$ cat config.mk
export PLATFORM = sky130hd
export DESIGN_NAME = player_input_ctrl
export DESIGN_NICKNAME = d
export VERILOG_FILES = /design/src/rtl/player_input_ctrl.sv
export SDC_FILE = /design/constraint.sdc
export NUM_CORES = 1
export LEC_CHECK = 0
export ABC_AREA = 1
export ABC_CLOCK_PERIOD_IN_PS = 3380
export CAP_MARGIN = 20
export CORE_ASPECT_RATIO = 0.9
export CORE_UTILIZATION = 51
export CTS_CLUSTER_SIZE = 25
export DETAILED_ROUTE_END_ITERATION = 16
export PLACE_DENSITY = 0.86
export SYNTH_ARGS = -nofsm -noshare
export SYNTH_HDL_FRONTEND = slang
export SYNTH_SLANG_ARGS = --single-unit
$ cat constraint.sdc
create_clock -name clk -period 3.38 [get_ports clk]
set_input_delay 0.338 -clock clk [delete_from_list [all_inputs] [get_ports clk]]
set_output_delay 0.338 -clock clk [all_outputs]
set_load 0.02 [all_outputs]
$ cat src/rtl/player_input_ctrl.sv
// player_input_ctrl
//   Per-player front end between the SoC keycode PIO and one `player`.
//   Once per video frame it samples the player's keycode, decodes it against
//   the 6-key control map into frame-stable levels, and runs a charge-and-
//   release bomb launcher (charge, saturate, launch strobe, cooldown).
//
//   Optional build macro: PLAYER_INPUT_AUTOFIRE_EN
//     defined   : holding fire at MAX_POWER for one more frame launches at MAX_POWER
//     undefined : power saturates at MAX_POWER and waits for release
//
// Ports
//   clk         system clock (CLOCK_50)
//   reset_n     asynchronous active-low reset
//   frame_clk   VGA vertical sync, asynchronous to clk, idle high
//   keycode     this player's keycode, 8'h00 = no key
//   controls    key map {up,down,left,right,fire,special}, 8 bits each, up in [47:40]
//   frame_tick  one-clk pulse per frame (3 clk after frame_clk falls)
//   up/down/left/right/special  held-key levels, constant for a whole frame
//   charging    high while charging
//   fire_power  power of the last launch, held until the next launch
//   fire_strobe one-clk launch pulse, fire_power valid in the same cycle
module player_input_ctrl #(
  parameter int POWER_W         = 6,
  parameter int MAX_POWER       = 63,
  parameter int COOLDOWN_FRAMES = 30
) (
  input  logic               clk,
  input  logic               reset_n,
  input  logic               frame_clk,
  input  logic [7:0]         keycode,
  input  logic [47:0]        controls,
  output logic               frame_tick,
  output logic               up,
  output logic               down,
  output logic               left,
  output logic               right,
  output logic               special,
  output logic               charging,
  output logic [POWER_W-1:0] fire_power,
  output logic               fire_strobe
);

  localparam logic [1:0] S_IDLE   = 2'd0;
  localparam logic [1:0] S_CHARGE = 2'd1;
  localparam logic [1:0] S_FIRE   = 2'd2;
  localparam logic [1:0] S_COOL   = 2'd3;

  localparam int CD_W = (COOLDOWN_FRAMES > 1) ? $clog2(COOLDOWN_FRAMES + 1) : 1;
  localparam logic [CD_W-1:0]    CD_INIT = CD_W'(COOLDOWN_FRAMES);
  localparam logic [POWER_W-1:0] MAX_P   = POWER_W'(MAX_POWER);

`ifdef PLAYER_INPUT_AUTOFIRE_EN
  localparam bit AUTOFIRE = 1'b1;
`else
  localparam bit AUTOFIRE = 1'b0;
`endif

  // An unassigned (zero) control byte must never match, including keycode 8'h00.
  function automatic logic key_match(input logic [7:0] code, input logic [7:0] ctl);
    return (ctl != 8'h00) && (code == ctl);
  endfunction

  function automatic logic [POWER_W-1:0] sat_inc(input logic [POWER_W-1:0] p);
    return (p >= MAX_P) ? MAX_P : p + 1'b1;
  endfunction

  // Stage p0/p1: two-flop synchronizer; p2: edge register.
  // All three reset high so a reset release never looks like a falling edge.
  logic fs_p0, fs_p1, fs_p2;

  always_ff @(posedge clk or negedge reset_n) begin
    if (!reset_n) begin
      fs_p0      <= 1'b1;
      fs_p1      <= 1'b1;
      fs_p2      <= 1'b1;
      frame_tick <= 1'b0;
    end else begin
      fs_p0      <= frame_clk;
      fs_p1      <= fs_p0;
      fs_p2      <= fs_p1;
      frame_tick <= fs_p2 & ~fs_p1;
    end
  end

  // Level decode: keycode is only looked at in the frame_tick cycle.
  logic fire_now;
  logic prev_fire;

  assign fire_now = key_match(keycode, controls[15:8]);

  always_ff @(posedge clk or negedge reset_n) begin
    if (!reset_n) begin
      up        <= 1'b0;
      down      <= 1'b0;
      left      <= 1'b0;
      right     <= 1'b0;
      special   <= 1'b0;
      prev_fire <= 1'b0;
    end else if (frame_tick) begin
      up        <= key_match(keycode, controls[47:40]);
      down      <= key_match(keycode, controls[39:32]);
      left      <= key_match(keycode, controls[31:24]);
      right     <= key_match(keycode, controls[23:16]);
      special   <= key_match(keycode, controls[7:0]);
      prev_fire <= fire_now;
    end
  end

  // Launcher FSM: IDLE/CHARGE/COOL move on ticks only, FIRE is one clk.
  logic [1:0]         state, state_nxt;
  logic [POWER_W-1:0] power, power_nxt;
  logic [CD_W-1:0]    cooldown, cooldown_nxt;
  logic [POWER_W-1:0] fire_power_nxt;
  logic               fire_strobe_nxt;

  always_comb begin
    state_nxt       = state;
    power_nxt       = power;
    cooldown_nxt    = cooldown;
    fire_power_nxt  = fire_power;
    fire_strobe_nxt = 1'b0;
    case (state)
      S_IDLE: begin
        // Rising fire only: a key still held from before must be released first.
        if (frame_tick && fire_now && !prev_fire) begin
          state_nxt = S_CHARGE;
          power_nxt = POWER_W'(1);
        end
      end
      S_CHARGE: begin
        if (frame_tick) begin
          if (fire_now && !(AUTOFIRE && (power == MAX_P))) begin
            power_nxt = sat_inc(power);
          end else begin
            // Strobe is registered here so it lands in the FIRE cycle,
            // exactly one clk after the release tick.
            state_nxt       = S_FIRE;
            fire_strobe_nxt = 1'b1;
            fire_power_nxt  = power;
          end
        end
      end
      S_FIRE: begin
        state_nxt    = S_COOL;
        cooldown_nxt = CD_INIT;
      end
      default: begin
        // Leaving on the tick that consumes the last frame makes the
        // COOLDOWN_FRAMES-th tick the last ignored one; 0 exits on the first.
        if (frame_tick) begin
          if (cooldown <= CD_W'(1)) begin
            state_nxt    = S_IDLE;
            cooldown_nxt = '0;
          end else begin
            cooldown_nxt = cooldown - 1'b1;
          end
        end
      end
    endcase
  end

  always_ff @(posedge clk or negedge reset_n) begin
    if (!reset_n) begin
      state       <= S_IDLE;
      power       <= '0;
      cooldown    <= '0;
      fire_power  <= '0;
      fire_strobe <= 1'b0;
      charging    <= 1'b0;
    end else begin
      state       <= state_nxt;
      power       <= power_nxt;
      cooldown    <= cooldown_nxt;
      fire_power  <= fire_power_nxt;
      fire_strobe <= fire_strobe_nxt;
      charging    <= (state_nxt == S_CHARGE);
    end
  end

endmodule
==> results.tsv <==
stage	metric	value	unit
finish	mostFrequentLayoutCell	nand2_1	
floorplanning	die_area	5000	sq um
synth	ys_seq_elements	31	
detailed_routing	drt-initial-drc-count	211	
detailed_routing	vias	2542	
finish	design_area	3260	sq um
synth	yosys_warnings	0	
timing	fin_crit_sh	0.552	
synth	synth_top_flop_cell	dfrtp_1	
synth	yosysSeqAreaShare	0.324	
setup_path	path_buf_inv	1	
cts	clock_sinks	31	
detailed_routing	avgViaCountPerCell	5.24	
detailed_routing	firstDrtPassIters	4	
synth	netlist_area	2410	sq um
setup_path	cp-end-kind	primary output	
setup_path	startpoint_type	flop	
timing	skew	0.00782	ns
cts	cts.repair.resized	0	
floorplanning	fp.dieW	74.4	microns
detailed_routing	drcViolationCount	0	
placement	hpwlAfterDp	4970	microns
setup_path	required	3.04	ns
power	p_leak	1.54	nW
timing	fmax	0.536	GHz
flow_run	drv_cap	0	
finish	antenna_cells	0	
min_path	hp-start	fs_p0	
run_status	status	completed	
synth	avgSynthCellArea	6.88	sq um
setup_path	crit_family	buffers and inverters	
global_routing	grt_pass1_wl	10000	microns
timing	rsz0062_at_grt	no	
floorplanning	core	4490	sq um
placement	io_buffers	72	
timing	finalSetupTns	0	ns
cts	numCtsBuffers	5	
timing	hold_viol	0	
setup_path	reg2reg_from	frame_tick	
synth	syn_nets	412	
cts	cts-htree-levels	2	
min_path	holdPathStages	0	
synth	async_flop_share	1.00	
setup_path	cp_slowest_stage_delay	0.68	ns
placement	gpl.final_weighted_congestion	0.958	
cts	clkLatencyLatePin	0.28	ns
cts	post_cts_buffers	0	
power	power_density	399	nW/um^2
floorplanning	initial_core_util	0.536	
setup_path	worstPathCellList	clkdlybuf4s50_1	
cts	clk_transition_reported_paths	0.07	ns
global_routing	grt_max_degree	32	
timing	fin_ws	1.51	ns
min_path	hold_end	fs_p1	
setup_path	reg2regPathDepth	4	
finish	areaGrowthSynthToFinish	35.5	%
setup_path	crit_arrival	1.53	ns
timing	maxSlewViolCount	0	
setup_path	r2r-end	cooldown[2]	
detailed_routing	drtAntennaViolNets	0	
synth	synth_cell_types	37	
detailed_routing	wire_per_inst	12.5	microns
placement	placed_area	3140	sq um
global_routing	antenna_found_initial	0	
synth	synth_edf_count	0	
cts	root_buffer	clkbuf_8	
power	ir_worst_vdd	0.000291	V
setup_path	worst-r2r-setup-slack	1.66	ns
floorplanning	die_y	67.2	microns
timing	maxSlewHeadroom	0.701	
placement	place_ws	1.27	ns
timing	hold_ws	0.365	ns
global_routing	grt_overflow_total	0	
global_routing	grt_pass1_vias	2287	
floorplanning	ios	73	
power	p_total	1.30	mW
setup_path	crit_fanout	9	
finish	nets	484	
cts	hold_buffers	0	
setup_path	slowest_stage	clkdlybuf4s50_1	
timing	worstMarginPinSlew	0.447	ns
detailed_routing	wirelength	6080	microns
timing	finalSetupViolCount	0	
finish	final_cell_mix	nand2_1 (114), clkdlybuf4s50_1 (72), inv_1 (33), nor2_1 (30), dfrtp_1 (28)	
global_routing	gr-usage-all-layers	0.265	
cts	cts_buffer_depth	2	
finish	drive_above_1_share	0.123	
setup_path	worstSetupPathType	reg -> out	
timing	period_needed	1.87	ns
floorplanning	num_rows	23	
synth	syn-instance-count	350	
cts	cts_tree	built	
min_path	min_path_type	reg -> reg	
power breakdown:
part / total (mW) / switching (mW) / internal [mW]
registers: 0.472 / 0.0462 / 0.426
clock network: 0.374 / 0.135 / 0.238
logic: 0.454 / 0.249 / 0.205
total: 1.30 / 0.431 / 0.869
cell usage after synthesis, types with 6 or more instances:
library cell / instances / area, sq um
nand2_1: 114 / 428
inv_1: 33 / 124
nor2_1: 30 / 113
dfrtp_1: 28 / 701
a21oi_1: 12 / 60.1
o21ai_0: 12 / 60.1
inv_2: 10 / 37.5
xnor2_1: 10 / 87.6
nand2_2: 9 / 56.3
nand4_1: 9 / 56.3
xor2_1: 9 / 78.8
nand3_1: 8 / 40.0
nor4_1: 8 / 50.1
nor3_1: 7 / 35.0
or2_2: 6 / 37.5
routing by layer:
layer / vias to the layer above / global-route usage / routed length (microns)
met5: - / 0 / 0
met4: 0 / 0.0637 / 61
met3: 8 / 0.0582 / 405
met2: 93 / 0.445 / 2940
met1: 1176 / 0.348 / 2680
li1: 1265 / - / -
flip-flops by register name, summed over array words and instances, names as in the netlist:
signal	flops
charging	1
frame_tick	1
right	1
fire_power	6
prev_fire	1
fs_p0	1
left	1
state	2
special	1
cooldown	5
fire_strobe	1
down	1
fs_p1	1
up	1
fs_p2	1
power	6
metrics by stage:
step / util / cells
floorplan: - / 350
global placement: 0.700 / 477
detailed placement: 0.700 / 477
CTS: 0.727 / 485
global route: 0.727 / 485
finish: 0.727 / 485
worst register-to-register path, stage by stage (launching register included):
cell and delay, ns:
dfrtp_1 0.57, inv_1 0.32, a21oi_1 0.40, o21ai_0 0.15, a22oi_1 0.20
kinds of logic (layout without fill, tap and decap cells):
logic type / Yosys count / after routing / synth area share
adder cells (fa/ha/maj): 3 / 3 / 0.0156
buffers and inverters: 52 / 125 / 0.0977
AO/OA/AOI/OAI: 42 / 42 / 0.103
flip-flops: 31 / 31 / 0.324
AND/OR/NAND/NOR: 203 / 203 / 0.391
XOR/XNOR: 19 / 19 / 0.0691
final cells by class:
class / count / area [sq um]
Sequential cell: 31 / 779
Fill cell: 377 / 1230
Clock buffer: 6 / 82.6
Timing Repair Buffer: 73 / 728
Clock inverter: 2 / 35.0
Tap cell: 62 / 77.6
Multi-Input combinational cell: 267 / 1390
Inverter: 44 / 166
how the worst max path moves through the flow:
stage,from,to,cells past startpoint
after floorplan,frame_tick,cooldown[1],6
after global placement,keycode[6],fire_power[1],12
after detailed placement,keycode[0],charging,9
after CTS,frame_tick,frame_tick,1
after global routing,keycode[7],power[5],10
final,frame_tick,frame_tick,1
Power figures use the tool's default switching activity.
